[config.mk]
export PLATFORM = sky130hd
export DESIGN_NAME = score_keeper
export DESIGN_NICKNAME = d
export VERILOG_FILES = /design/src/rtl/score_keeper.sv
export SDC_FILE = /design/constraint.sdc
export NUM_CORES = 1
export LEC_CHECK = 0
export ABC_AREA = 1
export ABC_CLOCK_PERIOD_IN_PS = 5400
export BUFFER_PORTS_ARGS = -buffer_cell sky130_fd_sc_hd__buf_2
export CORE_UTILIZATION = 48
export DETAILED_ROUTE_END_ITERATION = 6
export GPL_ROUTABILITY_DRIVEN = 0
export PLACE_DENSITY = 0.78
export REMOVE_ABC_BUFFERS = 1
export SLEW_MARGIN = 0
export SYNTH_ARGS = -nofsm -noshare
export SYNTH_HDL_FRONTEND = slang
export SYNTH_SLANG_ARGS = --single-unit
[constraint.sdc]
create_clock -name clk -period 5.4 [get_ports clk]
set_input_delay 0.54 -clock clk [delete_from_list [all_inputs] [get_ports clk]]
set_output_delay 0.54 -clock clk [all_outputs]
set_load 0.03 [all_outputs]
[src/rtl/score_keeper.sv]
// Game-score accumulator: saturating binary score, BCD image drained one count per cycle,
// spawn speed level. Optional high-score register enabled by SCORE_HISCORE_EN.
module score_keeper #(
  parameter int unsigned N_WAVE   = 5,
  parameter int unsigned WAVE_PTS = 1,
  parameter int unsigned ROAM_PTS = 5,
  parameter int unsigned DIGITS   = 4,
  parameter int unsigned PEND_W   = 8,
  parameter int unsigned TH1      = 100,
  parameter int unsigned TH2      = 500,
  parameter int unsigned TH3      = 1000,
  parameter int unsigned TH4      = 5000,
  localparam int unsigned MAX_SCORE = 10 ** DIGITS - 1,
  localparam int unsigned SCORE_W   = $clog2(MAX_SCORE + 1)
) (
  input  logic                  clk,
  input  logic                  rst,
  input  logic                  clear,
  input  logic [N_WAVE-1:0]     hit_w_enemy,
  input  logic                  hit_r_enemy,
  output logic [SCORE_W-1:0]    score_bin,
  output logic [4*DIGITS-1:0]   score_bcd,
  output logic                  busy,
  output logic                  sat,
  output logic [2:0]            speed_level,
  output logic [4*DIGITS-1:0]   hiscore_bcd
);

  localparam int unsigned PTS_MAX = N_WAVE * WAVE_PTS + ROAM_PTS;
  localparam int unsigned PTS_W   = $clog2(PTS_MAX + 1);
  localparam int unsigned SUM_W   = ((PEND_W > PTS_W) ? PEND_W : PTS_W) + 1;

  localparam logic [SCORE_W-1:0]  MaxScoreV = SCORE_W'(MAX_SCORE);
  localparam logic [SCORE_W:0]    MaxWide   = (SCORE_W + 1)'(MAX_SCORE);
  localparam logic [SUM_W-1:0]    PendMax   = SUM_W'((2 ** PEND_W) - 1);
  localparam logic [4*DIGITS-1:0] AllNines  = {DIGITS{4'h9}};
  localparam logic [SCORE_W-1:0]  Th1V      = SCORE_W'(TH1);
  localparam logic [SCORE_W-1:0]  Th2V      = SCORE_W'(TH2);
  localparam logic [SCORE_W-1:0]  Th3V      = SCORE_W'(TH3);
  localparam logic [SCORE_W-1:0]  Th4V      = SCORE_W'(TH4);

  localparam logic [1:0] StIdle  = 2'd0;
  localparam logic [1:0] StCount = 2'd1;
  localparam logic [1:0] StSat   = 2'd2;

  logic [1:0]           state_q, state_d;
  logic [SCORE_W-1:0]   score_q, score_d;
  logic [4*DIGITS-1:0]  bcd_q, bcd_d, bcd_inc;
  logic [PEND_W-1:0]    pend_q, pend_d, pend_sat;
  logic [SUM_W-1:0]     pend_sum;
  logic                 busy_q, sat_q, sat_d;
  logic [2:0]           speed_q, speed_d;
  logic [PTS_W-1:0]     pts;
  logic [SCORE_W:0]     bin_sum;
  logic                 carry;

  always_comb begin
    pts = '0;
    for (int unsigned i = 0; i < N_WAVE; i++) begin
      if (hit_w_enemy[i]) pts = pts + PTS_W'(WAVE_PTS);
    end
    if (hit_r_enemy) pts = pts + PTS_W'(ROAM_PTS);
  end

  always_comb begin
    bin_sum = {1'b0, score_q} + (SCORE_W + 1)'(pts);
    score_d = (bin_sum >= MaxWide) ? MaxScoreV : bin_sum[SCORE_W-1:0];
    sat_d   = sat_q | (score_d == MaxScoreV);
  end

  // Ripple BCD +1: a digit wraps 9->0 and passes the carry upward.
  always_comb begin
    bcd_inc = bcd_q;
    carry   = 1'b1;
    for (int unsigned d = 0; d < DIGITS; d++) begin
      if (carry) begin
        if (bcd_q[4*d +: 4] == 4'd9) begin
          bcd_inc[4*d +: 4] = 4'd0;
        end else begin
          bcd_inc[4*d +: 4] = bcd_q[4*d +: 4] + 4'd1;
          carry = 1'b0;
        end
      end
    end
  end

  always_comb begin
    pend_sum = SUM_W'(pend_q) + SUM_W'(pts) - SUM_W'(state_q == StCount);
    pend_sat = (pend_sum > PendMax) ? '1 : pend_sum[PEND_W-1:0];
  end

  // Entry into COUNT uses the next pending value so the drain starts right after the hit.
  always_comb begin
    state_d = state_q;
    pend_d  = pend_q;
    bcd_d   = bcd_q;
    case (state_q)
      StIdle: begin
        pend_d = pend_sat;
        if (pend_d != '0) state_d = StCount;
      end
      StCount: begin
        bcd_d = bcd_inc;
        if (bcd_inc == AllNines) begin
          state_d = StSat;
          pend_d  = '0;
        end else begin
          pend_d = pend_sat;
          if (pend_d == '0) state_d = StIdle;
        end
      end
      StSat: begin
        pend_d = '0;
      end
      default: begin
        state_d = StIdle;
        pend_d  = '0;
      end
    endcase
  end

  always_comb begin
    if (score_q < Th1V)      speed_d = 3'd5;
    else if (score_q < Th2V) speed_d = 3'd4;
    else if (score_q < Th3V) speed_d = 3'd3;
    else if (score_q < Th4V) speed_d = 3'd2;
    else                     speed_d = 3'd1;
  end

  always_ff @(posedge clk) begin
    if (rst || clear) begin
      state_q <= StIdle;
      score_q <= '0;
      bcd_q   <= '0;
      pend_q  <= '0;
      busy_q  <= 1'b0;
      sat_q   <= 1'b0;
      speed_q <= 3'd5;
    end else begin
      state_q <= state_d;
      score_q <= score_d;
      bcd_q   <= bcd_d;
      pend_q  <= pend_d;
      busy_q  <= (pend_d != '0);
      sat_q   <= sat_d;
      speed_q <= speed_d;
    end
  end

`ifdef SCORE_HISCORE_EN
  logic [4*DIGITS-1:0] hi_q;

  // Packed BCD with valid digits orders the same as an unsigned binary compare.
  always_ff @(posedge clk) begin
    if (rst) begin
      hi_q <= '0;
    end else if (!busy_q && (bcd_q > hi_q)) begin
      hi_q <= bcd_q;
    end
  end

  assign hiscore_bcd = hi_q;
`else
  assign hiscore_bcd = '0;
`endif

  assign score_bin   = score_q;
  assign score_bcd   = bcd_q;
  assign busy        = busy_q;
  assign sat         = sat_q;
  assign speed_level = speed_q;

endmodule

# == Word level (Yosys, flattened, before mapping) ==
# Index checks and enable logic that the tools add are counted.
# W data, S select, Z words.
# word_totals
register_bits,45
in_bits,9
word_cells,75
out_inout_bits,51
# classes
reduce_logical,8
order_cmp,6
add_sub_neg,12
mux,29
n_eq_ne,10
bitwise,2
# op_table
op,n
$mux W4,12
$add A4 B1 Y4 const B,8
$eq A16 B16 Y1 const B,1
$eq A4 B4 Y1 const B,4
$mux W8,2
$pmux W8 S2,1
$reduce_bool A8 Y1,2
$add A14 B4 Y15,1
$ge A15 B14 Y1 const B,1
$eq A14 B14 Y1 const B,1
$lt A14 B10 Y1 const B,1
$lt A14 B13 Y1 const B,1
$lt A14 B7 Y1 const B,1
$lt A14 B9 Y1 const B,1
$mux W14,1
$mux W2,5
$add A8 B4 Y9,1
$gt A9 B8 Y1 const B,1
$sub A9 B1 Y9,1
$logic_not A8 Y1,1
$mux W1,7
$pmux W2 S3,1
$add A4 B3 Y4 const B,1
$ne A3 B1 Y1 const B,1
10 further kinds,10

# == Longest topological paths before layout ==
# depth
ltp_word,19
ltp_mapped,32
ltp_nobuf,32

# == Worst setup path before layout ==
# No wires, ideal clock.
# synth_timing
path_type,input-to-reg
start,input port hit_w_enemy[0]
end,"register busy_q, in the netlist busy"
setup_time_ns,0.117
t_arrival_ns,4.571
path_buffers,0
t_required_ns,5.283
setup_slack_ns,0.712
path_stages,28
cell_sequence,inv_1 > ha_1 > xnor2_1 > xnor2_1 > nand2_1 > o21ai_0 > inv_1 > ha_1 > or2_2 > a21boi_0 > ha_1 > or2_2 > xor2_1 > inv_1 > ha_1 > inv_1 > ha_1 > nand3_1 > nand2_1 > nand2_1 > nor2_1 > nand2_1 > nand3_1 > nand2_1 > a21oi_1 > nand2_1 > nor2_1 > nor2_1
# synth_via
elab_chain_len,18
# synth_rtl
item,line_no,source
"start, declared",19,"input logic [N_WAVE-1:0] hit_w_enemy,"
$mux W1 (*),60,if (hit_w_enemy[i]) pts = pts + PTS_W'(WAVE_PTS);
$add A4 B1 Y4,60,
$mux W4 (*),60,
$add A4 B1 Y4,60,
$mux W4 (*),60,
$add A4 B1 Y4,60,
$mux W4 (*),60,
$add A4 B1 Y4,60,
[... 2 more ...],--,
$mux W4 (*),62,if (hit_r_enemy) pts = pts + PTS_W'(ROAM_PTS);
$add A8 B4 Y9 (*),88,pend_sum = SUM_W'(pend_q) + SUM_W'(pts) - SUM_W'(state_q == StCount);
$sub A9 B1 Y9 (*),88,
$gt A9 B8 Y1,89,pend_sat = (pend_sum > PendMax) ? '1 : pend_sum[PEND_W-1:0];
$mux W8 (*),89,
$mux W8,104,if (bcd_inc == AllNines) begin
$pmux W8 S2 (*),97,case (state_q)
$reduce_bool A8 Y1 (*),144,busy_q <= (pend_d != '0);
"end signal, assigned",144,
"end, declared",51,"logic busy_q, sat_q, sat_d;"
# Every way passes the cells marked *; elsewhere a longest branch is shown, timed or not.
# A chain may end at the register's enable or synchronous reset.

# == Worst setup path after layout ==
# layout_timing
start,input port hit_w_enemy[0]
end,register state_q[0]
# layout_via
elab_chain_len,18
elab_cells_between_ends,20
classes_between,add/sub: 7; order compare: 1; eq/ne: 2; mux: 7; reduce/logical: 3
# layout_rtl
item,line_no,source
$mux W1 (*),60,
$add A4 B1 Y4,60,
$mux W4 (*),60,
$add A4 B1 Y4,60,
$mux W4 (*),60,
$add A4 B1 Y4,60,
$mux W4 (*),60,
$add A4 B1 Y4,60,
[... 2 more ...],--,
$mux W4 (*),62,
$add A8 B4 Y9 (*),88,
$sub A9 B1 Y9 (*),88,
$gt A9 B8 Y1,89,
$mux W8 (*),89,
$logic_not A8 Y1 / $reduce_bool A8 Y1 (equally long branches),"109, 100",
$ne A3 B1 Y1 (no source line) / $ne A2 B2 Y1 (equally long branches),--,
$reduce_and A3 Y1 (no source line) (*),--,
"end signal, assigned",132,state_q <= StIdle;
"end signal, assigned",140,state_q <= state_d;
"end, declared",46,"logic [1:0] state_q, state_d;"
# Marks and branches as above.

==> results.toml <==
[critical_path]
crit_required_ns = 5.59
crit_path_end_kind = "flip-flop"
cpMostUsedCell = "nand2_1"
arrival_ns = 5.19
crit_fanout = 6
max_stage_delay_ns = 0.47
slowest_stage = "fa_1"
cp-start-kind = "input pin"
r2r_cells = 18
crit_type = "input pin to flip-flop"

[synth]
syn_inst = 555
seq_area_frac_synth = 0.2551
synth_area_per_cell_um2 = 6.362
synthesis.area_mm2 = 0.003531
synth_cell_type_count = 40
yosysWarnings = 0
synth-seq-cells = 45

[global_routing]
gr-total-overflow = 0
first_global_vias = 3108
grtUsageTotal = 0.2137
grt_max_degree = 27
antenna_found_initial = 0
grt_first_pass_wirelength_um = 13110

[sta]
worst_pin_slew_ns = 0.7416
relSlewSlack = 0.5038
fin_crit_ns = 4.994
finalHoldViolations = 0
finalMaxSlewViolations = 0
setup-violations-final = 0
fmax_mhz = 200.2
clock_skew_ns = 0.009506
fin_crit_sh = 0.9248
setup_ws_ns = 0.4058

[drt]
drc = 0
drt-initial-drc-count = 274
dr.pass1.iters = 5
num_vias = 3470
drtAntennaViolNets = 0
vias_per_cell = 4.986
wl_um = 7708
wl_per_cell_um = 11.07

[final_layout]
drive_above_1_share = 0.1283
fin_util = 0.5568
final_common_cell = "nand2_1"
multi_input_area_mm2 = 0.002140
instances_no_fill = 696
design_area_mm2 = 0.003866
diodes = 0
area_growth_syn_to_layout_pct = 9.497
layout.nets = 634
seq_area_um2 = 900.9
final_cell_mix = "132 x nand2_1, 107 x inv_1, 60 x nor2_1, 45 x dfxtp_1, 43 x buf_2"
nFillCells = 643

[cts]
clkTransAtPathRegs_ns = 0.08
cts_max_level = 2
cts_buffers = 5
cts_tree = "yes"
root_buffer = "clkbuf_8"
clk_path_buf_depth = 2
cts.sinks = 45
clock_latency_ns = 0.31

[status]
outcome = "finished clean"

[placed_design]
hpwl_um = 5984
io_buffers = 43
place_inst = 690
post_dp_cell_area_mm2 = 0.003785
dp_worst_setup_slack_ns = 0.08292

[floorplan]
fp-row-count = 30
die-area_mm2 = 0.007703
coreArea_mm2 = 0.006944
die_h_um = 87.77
pin_count = 60
start_util = 0.5085
die_width_um = 87.77

[worst_hold_path]
min_path_cells = 2
min_path_type = "flip-flop to flip-flop"

[power_and_ir_drop]
leakagePower_uw = 0.002102
peakVddDrop_v = 0.0001856
power_uw = 1281
p_per_area_mw_per_mm2 = 331.3

[job]
cap_violations = 0
## power by group
part,switching (µW),internal [µW]
Clock,121,85.6
Sequential,19.2,364
Combinational,442,249
## through the flow
stage	hold slack (ns)	setup TNS (ns)
floorplan	0.4735	0
global placement	0.4897	0
detailed placement	0.5043	0
CTS	0.5162	0
global route	0.5485	-0.007947
finish	0.5158	0
## cells in the mapped netlist
library cell,number,share of area
ha_1,22,0.078
nand2_1,132,0.14
nand2_2,4,0.0071
nand3_2,5,0.014
nor2_4,3,0.0096
a21oi_1,20,0.028
buf_4,16,0.034
or3_1,1,0.0018
or2_2,4,0.0071
o21ai_2,1,0.0025
inv_1,107,0.11
and2_4,1,0.0025
o31ai_1,2,0.0043
o211ai_1,5,0.011
nand3_1,41,0.058
a211oi_1,1,0.0021
a21oi_4,1,0.0046
clkbuf_8,1,0.0039
dfxtp_1,45,0.26
fa_1,2,0.011
nor4_1,1,0.0018
nor2_1,60,0.064
nand4_1,16,0.028
nor3_1,3,0.0043
conb_1,1,0.0011
o22ai_1,1,0.0018
nand3_4,2,0.0099
xor2_1,11,0.027
a21boi_0,1,0.0021
nand3b_1,1,0.0021
nor2_2,4,0.0071
o21bai_1,1,0.0021
inv_2,1,0.0011
xnor2_1,3,0.0074
a311oi_1,1,0.0025
clkinv_1,1,0.0011
o21ai_0,28,0.040
clkbuf_1,3,0.0032
or2_1,1,0.0018
o2111ai_1,1,0.0025
## per-layer routing
layer	GRT usage	share of wire	vias to the layer above
li1	-	-	1798
met1	0.2615	0.46	1522
met2	0.3693	0.45	124
met3	0.04430	0.064	26
met4	0.07750	0.023	0
met5	0	0	-
## worst paths after layout
kind | start | end | slack (ns)
setup / recovery | hit_w_enemy[0] | state_q[0] | 0.41
hold / removal | state_q[1] | state_q[1] | 0.52
setup reg to reg | state_q[0] | state_q[0] | 2.23
hold reg to reg | state_q[1] | state_q[1] | 0.52
## flip-flops by register name, indices dropped and copies added (netlist names)
register,flops
score_bin,14
pend_q,8
sat,1
speed_level,3
busy,1
state_q,2
score_bcd,16
## worst max-delay path, delay by kind of cell
family                   cells  cell delay (ns)
adder cells (fa/ha/maj)      5             1.71
AND/OR/NAND/NOR             13             1.30
AO/OA/AOI/OAI                4             0.72
buffers and inverters        6             0.49
XOR/XNOR                     2             0.41
## what timing repair did
| action | 4_1_cts | 5_1_grt |
|---|---|---|
| hold buffers | 0 | 0 |
| resized for setup | 0 | 1 |
| buffers inserted | 0 | 0 |
| setup endpoints to repair | 0 | 2 |
## logic make-up (layout without fill, tap and decap cells)
logic type               after synthesis  count (layout)  share of synthesized area
AND/OR/NAND/NOR                      279             279                     0.3597
buffers and inverters                129             159                     0.1570
AO/OA/AOI/OAI                         63              63                     0.1031
flip-flops                            45              45                     0.2551
adder cells (fa/ha/maj)               24              24                    0.08930
XOR/XNOR                              14              14                    0.03473
other                                  1              16                   0.001062
## cell type report
type | instances | area share
inverters | 109 | 0.1058
repair buffers | 44 | 0.05761
clock buffers | 5 | 0.01780
well taps | 96 | 0.03107
flip-flops and latches | 45 | 0.2330
clock inverters | 1 | 0.001294
multi-input cells | 396 | 0.5534
No activity file was read; power rests on OpenSTA's default activity.
